$ cat src/rtl/attention_exp_row_streamer.sv
// rtl/attention_exp_row_streamer.sv - row-major exp matrix reader streaming entries out through a small output FIFO
// Optional feature macro: ATTN_EXP_STREAM_TIMEOUT_EN (read-response timeout with sticky err_timeout)
module attention_exp_row_streamer #(
    parameter int T          = 4,
    parameter int DATA_W     = 32,
    parameter int FIFO_DEPTH = 4,
    parameter int TO_CYCLES  = 64,
    localparam int T_W       = (T > 1) ? $clog2(T) : 1
) (
    input  logic              clk,
    input  logic              rst_n,
    input  logic              start,
    output logic              busy,
    output logic              done,
    output logic              exp_re,
    output logic [T_W-1:0]    exp_tq,
    output logic [T_W-1:0]    exp_tk,
    input  logic [DATA_W-1:0] exp_rdata,
    input  logic              exp_rvalid,
    output logic              m_valid,
    input  logic              m_ready,
    output logic [DATA_W-1:0] m_data,
    output logic [T_W-1:0]    m_tq,
    output logic [T_W-1:0]    m_tk,
    output logic              m_last_col,
`ifdef ATTN_EXP_STREAM_TIMEOUT_EN
    output logic              err_timeout,
`endif
    output logic              m_last_row
);

    localparam int PW = $clog2(FIFO_DEPTH);
    localparam int CW = PW + 1;
    localparam logic [T_W-1:0] T_LAST  = T_W'(T - 1);
    localparam logic [CW-1:0]  DEPTH_C = CW'(FIFO_DEPTH);

    // Reject configurations the pointer arithmetic cannot handle
    if (FIFO_DEPTH < 2 || (FIFO_DEPTH & (FIFO_DEPTH - 1)) != 0) begin : g_bad_depth
        $error("FIFO_DEPTH must be a power of two and at least 2");
    end
    if (TO_CYCLES < 1) begin : g_bad_timeout
        $error("TO_CYCLES must be at least 1");
    end

    typedef enum logic [1:0] {
        IDLE  = 2'd0,
        REQ   = 2'd1,
        WAIT  = 2'd2,
        DRAIN = 2'd3
    } state_t;

    state_t state;

    logic [DATA_W-1:0] fifo_data [FIFO_DEPTH];
    logic [T_W-1:0]    fifo_tq   [FIFO_DEPTH];
    logic [T_W-1:0]    fifo_tk   [FIFO_DEPTH];
    logic [PW-1:0]     wr_ptr;
    logic [PW-1:0]     rd_ptr;
    logic [CW-1:0]     count;
    logic [CW-1:0]     next_count;

    logic push;
    logic pop;
    logic last_req;

    // A read is only accepted while waiting for it, so stray or late responses never reach the FIFO
    assign push     = (state == WAIT) && exp_rvalid;
    assign pop      = m_valid && m_ready;
    assign last_req = (exp_tq == T_LAST) && (exp_tk == T_LAST);

    // In REQ nothing is outstanding, so a free FIFO slot alone reserves room for the response
    assign exp_re = (state == REQ) && (count < DEPTH_C);

    assign m_valid    = (count != '0);
    assign m_data     = m_valid ? fifo_data[rd_ptr] : '0;
    assign m_tq       = m_valid ? fifo_tq[rd_ptr] : '0;
    assign m_tk       = m_valid ? fifo_tk[rd_ptr] : '0;
    assign m_last_col = m_valid && (fifo_tk[rd_ptr] == T_LAST);
    assign m_last_row = m_last_col && (fifo_tq[rd_ptr] == T_LAST);

    // Occupancy after this cycle's push/pop; simultaneous push and pop leave it unchanged
    always_comb begin
        next_count = count;
        if (push && !pop) begin
            next_count = count + 1'b1;
        end else if (!push && pop) begin
            next_count = count - 1'b1;
        end
    end

`ifdef ATTN_EXP_STREAM_TIMEOUT_EN
    localparam int TOW = $clog2(TO_CYCLES + 1);
    localparam logic [TOW-1:0] TO_LAST = TOW'(TO_CYCLES - 1);

    logic [TOW-1:0] to_cnt;
    logic           timeout_hit;

    assign timeout_hit = (state == WAIT) && !exp_rvalid && (to_cnt == TO_LAST);
`endif

    // FIFO storage; pointers and occupancy live in the control block so reset clears them
    always_ff @(posedge clk) begin
        if (push) begin
            fifo_data[wr_ptr] <= exp_rdata;
            fifo_tq[wr_ptr]   <= exp_tq;
            fifo_tk[wr_ptr]   <= exp_tk;
        end
    end

    // Scan sequencer, read index counters and FIFO bookkeeping
    always_ff @(posedge clk or posedge rst_n) begin
        if (rst_n) begin
            state  <= IDLE;
            busy   <= 1'b0;
            done   <= 1'b0;
            exp_tq <= '0;
            exp_tk <= '0;
            wr_ptr <= '0;
            rd_ptr <= '0;
            count  <= '0;
`ifdef ATTN_EXP_STREAM_TIMEOUT_EN
            to_cnt      <= '0;
            err_timeout <= 1'b0;
`endif
        end else begin
            done  <= 1'b0;
            count <= next_count;
            if (push) begin
                wr_ptr <= wr_ptr + 1'b1;
            end
            if (pop) begin
                rd_ptr <= rd_ptr + 1'b1;
            end
            case (state)
                IDLE: begin
                    if (start) begin
                        state  <= REQ;
                        busy   <= 1'b1;
                        exp_tq <= '0;
                        exp_tk <= '0;
`ifdef ATTN_EXP_STREAM_TIMEOUT_EN
                        err_timeout <= 1'b0;
`endif
                    end
                end
                REQ: begin
                    if (exp_re) begin
                        state <= WAIT;
`ifdef ATTN_EXP_STREAM_TIMEOUT_EN
                        to_cnt <= '0;
`endif
                    end
                end
                WAIT: begin
                    if (exp_rvalid) begin
                        if (last_req) begin
                            state  <= DRAIN;
                            exp_tq <= '0;
                            exp_tk <= '0;
                        end else begin
                            state <= REQ;
                            if (exp_tk == T_LAST) begin
                                exp_tk <= '0;
                                exp_tq <= exp_tq + 1'b1;
                            end else begin
                                exp_tk <= exp_tk + 1'b1;
                            end
                        end
                    end
`ifdef ATTN_EXP_STREAM_TIMEOUT_EN
                    else if (timeout_hit) begin
                        state       <= DRAIN;
                        err_timeout <= 1'b1;
                        exp_tq      <= '0;
                        exp_tk      <= '0;
                    end else begin
                        to_cnt <= to_cnt + 1'b1;
                    end
`endif
                end
                DRAIN: begin
                    if (next_count == '0) begin
                        state <= IDLE;
                        busy  <= 1'b0;
                        done  <= 1'b1;
                    end
                end
                default: state <= IDLE;
            endcase
        end
    end

endmodule

$ cat config.mk
export PLATFORM = sky130hd
export DESIGN_NAME = attention_exp_row_streamer
export DESIGN_NICKNAME = d
export VERILOG_FILES = /design/src/rtl/attention_exp_row_streamer.sv
export SDC_FILE = /design/constraint.sdc
export NUM_CORES = 1
export LEC_CHECK = 0
export BUFFER_PORTS_ARGS = -buffer_cell sky130_fd_sc_hd__buf_2
export CORE_ASPECT_RATIO = 1.1
export CORE_UTILIZATION = 35
export CTS_CLUSTER_DIAMETER = 80
export DETAILED_ROUTE_END_ITERATION = 6
export PLACE_DENSITY = 0.54
export SLEW_MARGIN = 10
export SYNTH_ARGS = -nofsm -noshare
export SYNTH_HDL_FRONTEND = slang
export SYNTH_SLANG_ARGS = --single-unit
$ cat constraint.sdc
create_clock -name clk -period 4.7 [get_ports clk]
set_clock_uncertainty 0.15 [all_clocks]
set_input_delay 0.47 -clock clk [delete_from_list [all_inputs] [get_ports clk]]
set_output_delay 0.47 -clock clk [all_outputs]
set_load 0.01 [all_outputs]
Yosys cells after proc, flatten, opt, wreduce, memory -nomap -nowiden
Memories as Yosys holds them, arrays and structs flattened.
Cells that the tools add are included.
{ "op_classes": {"addsub": 6, "n_mul": 0, "div_mod_pow": 0, "order_cmp": 1, "eq_ne": 12, "shift": 0, "mux": 27, "bitwise_logic": 0, "n_reduce_logical": 19} }
{ "op_table": {"columns": ["cell", "count"], "rows": [
  ["two-way mux 32 bit", 1],
  ["two-way mux 2 bit", 14],
  ["equality test 2 bit, second input constant", 6],
  ["adder 2 x 1 -> 2 bit, second input constant", 4],
  ["logical AND 1 bit", 8],
  ["inequality test 2 bit, second input constant", 4],
  ["case mux 2 bit (2 select lines)", 2],
  ["case mux 2 bit (4 select lines)", 1],
  ["AND reduction 4 bit", 2],
  ["two-way mux 1 bit", 6],
  ["two-way mux 3 bit", 2],
  ["AND reduction 3 bit", 2],
  ["nonzero test 2 bit", 2],
  ["adder 3 x 1 -> 3 bit, second input constant", 1],
  ["logical NOT 3 bit", 1],
  ["< comparator 3 bit, second input constant", 1],
  ["inequality test 3 x 2 -> 1 bit, second input constant", 1],
  ["nonzero test 3 bit", 1],
  ["subtractor 3 x 1 -> 3 bit, second input constant", 1],
  ["equality test 2 x 1 -> 1 bit, second input constant", 1],
  ["logical NOT 1 bit", 2],
  ["logical NOT 2 bit", 1],
  ["case mux 1 bit (2 select lines)", 1]
]} }
{ "word_totals": {"ff_bits": 15, "latch_bits": 0, "ramBits": 144, "romBits": 0, "wordCells": 76, "memories": 3} }
{ "memory_table": {"columns": ["name", "words", "width", "rd", "rd_ports_with_merged_regs", "write_ports", "line_no", "rtl"], "rows": [
  ["fifo_data", 4, 32, 1, 0, 1, "54", "logic [DATA_W-1:0] fifo_data [FIFO_DEPTH];"],
  ["fifo_tk", 4, 2, 1, 0, 1, "56", "logic [T_W-1:0] fifo_tk [FIFO_DEPTH];"],
  ["fifo_tq", 4, 2, 1, 0, 1, "55", "logic [T_W-1:0] fifo_tq [FIFO_DEPTH];"]
]} }

Depth between registers and ports, before layout
Gate-level depths: netlist of the first run.
{ "logic_depth": {"word_depth": 9, "ltp_mapped": 7, "mapped_depth_nobuf": 7} }

Worst setup path before layout of the first run
OpenSTA, ideal clock, no wires.
{ "synth_timing": {"path_kind": "input to register", "start": "input port exp_rvalid", "end": "memory fifo_data[0][0], enable pin", "arrival_ps": 1928, "required_time_ps": 4153, "path_slack_ps": 2226, "path_stages": 5, "path_buffers": 3, "path_cell_list": "buf_6 -> and3b_1 -> buf_6 -> buf_2 -> and2_1"} }
{ "synth_via": {"elab_chain_len": 3} }
{ "synth_lines": {"columns": ["element", "line_no", "rtl"], "rows": [
  ["start, declared", "19", "input logic exp_rvalid,"],
  ["logical AND 1 bit", "67", "assign push = (state == WAIT) && exp_rvalid;"],
  ["two-way mux 1 bit", "103", "if (push) begin"],
  ["two-way mux 1 bit (not written as such)", "104", "fifo_data[wr_ptr] <= exp_rdata;"],
  ["end, declared", "54", null]
]} }
Every way passes these cells.

Worst setup path after layout of the first run
{ "layout_timing": {"start": "register rd_ptr[0]", "end": "output port m_data[17]"} }
{ "layout_via": {"elab_chain_len": 2} }
{ "layout_lines": {"columns": ["element", "line_no", "rtl"], "rows": [
  ["start, declared", "58", "logic [PW-1:0] rd_ptr;"],
  ["start signal, assigned", "132", "rd_ptr <= rd_ptr + 1'b1;"],
  ["memory read (4 x 32 bit)", null, null],
  ["two-way mux 32 bit", "75", "assign m_data = m_valid ? fifo_data[rd_ptr] : '0;"],
  ["end, declared", "22", "output logic [DATA_W-1:0] m_data,"]
]} }
Every way passes these cells.

==> qor.yml, run 1 <==
outcome: "finished, final reports clean"
final-seq-area_mm2: 0.00470
tightest_slew_ps: 1020
finalCritPeriodShare_pct: 68.7
final_cells: 666
post_cts_buffers: 0
drcViolationCount: 0
die-area_mm2: 0.0188
hold_path.class: "in -> reg"
total_leakage_power_nw: 2.73
max_freq_mhz: 310
fill_cells: 1557
synth_warnings: 0
cts-root-buf: "clkbuf_16"
fin_nets: 460
crit_fanout: 22
yosysSeqAreaShare_pct: 73.5
startpoint_type: "flop"
routed_via_density: 4.78
netlist_area_mm2: 0.00639
end_kind: "output port"
required_ps: 4080
maxSlewViolCount: 0
wl_per_cell_um: 17.8
routed_wl_mm: 11.8
dp_hpwl_mm: 7.11
setup_viol: 0
comb_power_share_pct: 28.6
grt-ovfl-total: 0
syn_avg_cell_area_um2: 19.6
synth_top_area_share_pct: 67.6
cts_tree: "done"
cts.sinks: 159
cts_max_level: 4
grt_pass1_vias: 3385
hold_viol_final: 0
rows: 51
ios: 83
grt_antenna_before_repair: 1
multi_input_area_mm2: 0.00157
reg2reg_slack_ps: 1950
switching_power_mw: 1.39
path_clk_slew_ps: 60
seqPwrFrac_pct: 40.7
drt_iter0_markers: 178
ys.flop_type: "edfxtp_1"
synth-seq-cells: 159
power.total_mw: 4.74
worst_slack_ps: 1470
ir_worst_vdd_v: 0.000292
die_w_um: 131
synthArstFlopShare_pct: 9.43
setup-tns-final_ps: 0
placed_cells: 632
gp_congestion: 0.756
ctsResizeCount: 0
cts.path.max_buffers: 2
worstPathArrival_ps: 2610
die_y_um: 144
p_sw_share_pct: 29.2
yosysTopAreaCell: "edfxtp_1"
netlist_instances: 326
rsz0062_at_grt: "false"
ant_nets: 0
io_buffers: 82
final_util_pct: 43.1
p_clk_share_pct: 30.7
track_usage_pct: 13.7
period_minus_slack_ps: 3230
num_vias: 3185
slew_headroom_pct: 31.8
crit_type: "reg -> out"
cap_violations: 0
place_ws_ps: 1790
synth_area_leaders: "edfxtp_1 (68%), mux4_2 (13%), dfrtp_1 (5.9%)"
drive_gt1_share_pct: 37.2
synth_edf_count: 144
syn2layout_area_growth_pct: 19.9
core_mm2: 0.0178
cts-buffers-inserted: 17
dr.pass1.iters: 5
start_util_pct: 35.9
intPower_mw: 3.36
grt_pass1_wl_mm: 18.3
syn_nets: 372
grt_max_degree: 38
p_per_area_mw_per_mm2: 618
worstSkewPairLatency_ps: 410
yosysUniqueCellTypes: 37
-- final timing paths --
check | startpoint | end | cells past startpoint
worst min register to register | busy | busy | 2
max in group asynchronous | rst_n | rd_ptr[0] | 3
worst max-delay path | rd_ptr[0] | m_data[17] | 4
min in group asynchronous | rst_n | state[1] | 3
worst max register to register | count[0] | state[0] | 7
worst min-delay path | exp_rdata[25] | fifo_data[3][25] | 1
-- power groups by stage --
stage,combinational (mW),sequential [mW],clock [mW]
2_1_floorplan,1.07,1.81,0
3_3_place_gp,1.37,1.96,0
3_5_place_dp,1.39,1.97,0
4_1_cts,1.40,1.94,1.48
5_1_grt,1.51,1.97,1.55
6_report,1.36,1.93,1.46
-- stage by stage --
step                hold slack [ps]  cell area, µm²
global placement                331            7030
CTS                             101            7660
floorplan                       221            6390
global route                    102            7660
detailed placement              372            7030
finish                          121            7670
-- synthesized netlist by cell type, types with 2 or more instances --
cell type / instances
a211oi_1: 2
a22o_1: 2
a31oi_1: 2
a32o_1: 2
and2_1: 41
and3_1: 3
buf_1: 2
buf_2: 3
buf_4: 5
buf_6: 2
clkbuf_1: 4
dfrtp_1: 15
edfxtp_1: 144
ha_1: 9
inv_1: 8
mux4_2: 36
nand2_1: 9
nand3b_1: 2
nor2_1: 4
nor2b_1: 3
nor3_1: 3
o21ai_0: 7
xnor2_1: 4
-- cell families after synthesis --
logic type,Yosys count,share of synthesized area (%)
AND/OR/NAND/NOR,71,6.53
flip-flops,159,73.5
adder cells (fa/ha/maj),9,1.76
multiplexers,36,12.7
AO/OA/AOI/OAI,23,2.99
buffers and inverters,24,2.00
XOR/XNOR,4,0.548
-- placed cells by master (no fill, tap or decap), types with 2 or more instances in the layout --
master     count
nor3_1         3
a31oi_1        2
mux4_2        36
nand3b_1       2
and2_2         4
a22o_1         2
clkinv_1       2
buf_2         82
and2_1        37
xnor2_1        4
nand2_1        9
a211oi_1       2
ha_1           9
bufinv_16      5
inv_1          8
clkinv_2       3
nor2_1         4
dfrtp_2        2
nor2b_1        3
a32o_1         2
edfxtp_1     144
clkbuf_16     17
dfrtp_1       13
and3_1         3
buf_4          2
clkbuf_1       3
o21ai_0        7
-- final cells by class --
type,instances,share of cell area [%]
Antenna cell,1,0.0326
Clock buffer,20,5.70
Timing Repair Buffer,85,5.68
Sequential cell,159,61.3
Multi-Input combinational cell,143,20.5
Clock inverter,12,2.48
Tap cell,238,3.88
Inverter,8,0.392
-- critical path, stage by stage, from the launching register on --
cell,delay (ps)
dfrtp_2,860
buf_4,460
mux4_2,550
and2_1,180
buf_2,140
-- repair_timing --
action	in CTS	in global routing
hold buffers	1	0
endpoints found under the setup margin	0	0
hold endpoints to repair	15	0
-- metal layers --
layer	track usage [%]	routed length, µm
met3	4.65	639
met1	17.0	5230
met5	0	0
met2	22.4	5850
met4	4.17	119
-- state kept, by name, summed over array words and instances (netlist names) --
| signal | flops |
|---|---|
| fifo_tk | 8 |
| exp_tq | 2 |
| wr_ptr | 2 |
| done | 1 |
| fifo_data | 128 |
| state | 2 |
| exp_tk | 2 |
| busy | 1 |
| fifo_tq | 8 |
| count | 3 |
| rd_ptr | 2 |
Note: power is estimated with default switching activity, not from simulation.
==> inputs of run 2 (changes only) <==
- ABC_AREA: not set -> 1
- PLACE_DENSITY: 0.54 -> 0.56
- clock period: 4.7 -> 2.65 ns (I/O delays scaled with it)
==> run 2 against run 1 <==
Worst hold slack lost 90 ps; synthesized area grew 1.3%; utilization grew 2.5 points; via count grew 36%; sequential share of layout area shrank 3.8 points; synthesized cell count grew 66%; register-to-register slack lost 1200 ps; combinational power grew 140%; critical endpoint is now m_data[0]; largest cell class unchanged.
==> qor.yml, run 2 <==
synth-compound-area-share_pct: 9.06
setup_viol: 0
routed_via_density: 4.72
setup-tns-final_ps: 0
slew_headroom_pct: 58.5
largest_register_ffs: 128
reg_top3: "fifo_data: 128 flops, fifo_tk: 8 flops, fifo_tq: 8 flops"
synth_edf_count: 144
netlist_instances: 541
syn_avg_cell_area_um2: 12.0
worstPathArrival_ps: 1970
rsz0062_at_grt: "false"
period_minus_slack_ps: 2390
multi_input_area_mm2: 0.00161
ctsResizeCount: 0
largest-register: "fifo_data"
grt_max_degree: 54
drt_iter0_markers: 215
synth_mux_area_share_pct: 0
hold_viol_final: 0
yosys-top-cells-count: "nor2_1 (149), edfxtp_1 (144), o21ai_0 (61)"
yosysUniqueCellTypes: 26
synth_fa_ha_area_share_pct: 1.74
yosysSeqAreaShare_pct: 72.6
grt_pass1_vias: 4163
cts_max_level: 4
gp_congestion: 0.770
die-area_mm2: 0.0190
path_buf_inv: 4
startpoint_type: "flop"
mostFrequentLayoutCells: "nor2_1 (145), edfxtp_1 (144), buf_2 (82), o21ai_0 (61), a21oi_1 (39)"
synth_xor_area_share_pct: 0.406
dr.pass1.iters: 5
synthArstFlopShare_pct: 9.43
maxSlewViolCount: 0
tightest_slew_ps: 621
grt_pass1_wl_mm: 22.4
finalCritPeriodShare_pct: 90.2
hp-start: "m_ready"
dp_hpwl_mm: 8.68
yosysMostFrequentCell: "nor2_1"
crit_type: "reg -> out"
cpPeakStageDelay_ps: 370
post_cts_buffers: 0
rows: 51
grt_antenna_before_repair: 0
max_freq_mhz: 419
die_y_um: 145
drcViolationCount: 0
wl_per_cell_um: 15.5
fin_nets: 713
worstSkewPairLatency_ps: 420
cap_violations: 0
synth_area_leaders: "edfxtp_1 (67%), nor2_1 (8.6%), dfrtp_1 (5.8%)"
final_util_pct: 45.6
synth_top_family_by_area: "simple AND/OR/NAND/NOR gates"
p_per_area_mw_per_mm2: 1080
ys.flop_type: "edfxtp_1"
crit_fanout: 35
drive_gt1_share_pct: 22.2
syn_nets: 587
total_leakage_power_nw: 3.11
synth_warnings: 0
track_usage_pct: 15.8
reg2reg_depth: 12
final-seq-area_mm2: 0.00470
reg2reg_slack_ps: 760
yosysTopAreaCell: "edfxtp_1"
post-route-cell-area_mm2: 0.00817
outcome: "finished, final reports clean"
ios: 83
cts-root-buf: "clkbuf_16"
hold_path.class: "in -> reg"
num_vias: 4337
min_to: "rd_ptr[0]"
place_area_mm2: 0.00728
cts.path.max_buffers: 2
yosys.area_share.simple_pct: 13.3
end_kind: "output port"
path_delay_family: "buffers and inverters"
syn2layout_area_growth_pct: 26.2
routed_wl_mm: 14.2
cts_tree: "done"
reg2reg_to: "state[1]"
synth_top_area_share_pct: 66.8
path_clk_slew_ps: 60
netlist_area_mm2: 0.00647
ctsHoldBuffers: 34
cp_cell_sequence: "inv_1 > ha_1 > nand2_4 > clkinv_1 > buf_12 > a21oi_1 > buf_2"
ant_nets: 0
ir_worst_vdd_v: 0.000506
start_util_pct: 36.1
synth-seq-cells: 159
core_mm2: 0.0179
grt-ovfl-total: 0
place_ws_ps: 694
die_w_um: 132
hold_depth: 3
io_buffers: 82
critPathSlowestCell: "dfrtp_1"
cts-buffers-inserted: 17
layout_commonest_cell: "nor2_1"
worst_slack_ps: 261
r2r-start: "state[0]"
cts.sinks: 159
fill_cells: 1649
required_ps: 2240
==> run 2: changes by cell type after synthesis, sizes merged, moves of 4 or more <==
cell	previous run	this run
mux4	36	0
and2	41	0
a21oi	1	39
clkbuf	4	13
inv	8	22
o21ai	8	70
nor2	4	152
xnor2	4	0
nand3	1	11
nand2	10	43
==> run 2: final cells by class <==
| type | count | area share [%] |
|---|---|---|
| Multi-Input combinational cell | 333 | 19.7 |
| Antenna cell | 1 | 0.0306 |
| Tap cell | 238 | 3.64 |
| Inverter | 23 | 1.06 |
| Clock inverter | 12 | 1.48 |
| Timing Repair Buffer | 133 | 11.2 |
| Clock buffer | 19 | 5.30 |
| Sequential cell | 159 | 57.5 |
==> run 2: kinds of logic after synthesis <==
logic type / Yosys count
flip-flops: 159
XOR/XNOR: 3
AO/OA/AOI/OAI: 113
buffers and inverters: 49
AND/OR/NAND/NOR: 208
adder cells (fa/ha/maj): 9
==> run 2: through the flow <==
stage	std cells	hold slack [ps]	power, mW
2_1_floorplan	541	16.5	5.29
3_3_place_gp	852	219	6.52
3_5_place_dp	852	217	6.58
4_1_cts	917	2.64	8.93
5_1_grt	917	75.9	9.41
6_report	918	31.5	8.80
==> run 2: worst max path at each step <==
stage | startpoint | endpoint | slack (ps) | depth (start not counted)
after floorplan | state[0] | fifo_data[0][0] | -130 | 3
after global placement | count[0] | m_last_row | 690 | 8
after detailed placement | count[0] | m_data[0] | 690 | 7
after CTS | count[1] | m_data[0] | 230 | 7
after global routing | count[1] | m_last_row | 100 | 8
final | count[0] | m_data[0] | 260 | 7
==> run 2: power breakdown <==
group          total [mW]  switching [mW]  internal, mW
Clock                2.30           0.925          1.37
Combinational        3.32            2.11          1.21
Sequential           3.19           0.174          3.02
Total                8.80            3.21          5.60
==> run 2: worst min-delay path: cells and delay by family <==
kind,cells,cell delay [ps]
compound gates,1,80
simple gates,1,80
buf+inv,1,140
==> run 2: layer usage <==
layer / GRT usage (%) / up-vias / routed length (µm)
li1: - / 2131 / -
met1: 19.9 / 2081 / 6400
met2: 26.5 / 107 / 6910
met3: 3.94 / 18 / 677
met4: 5.81 / 0 / 231
met5: 0 / - / 0
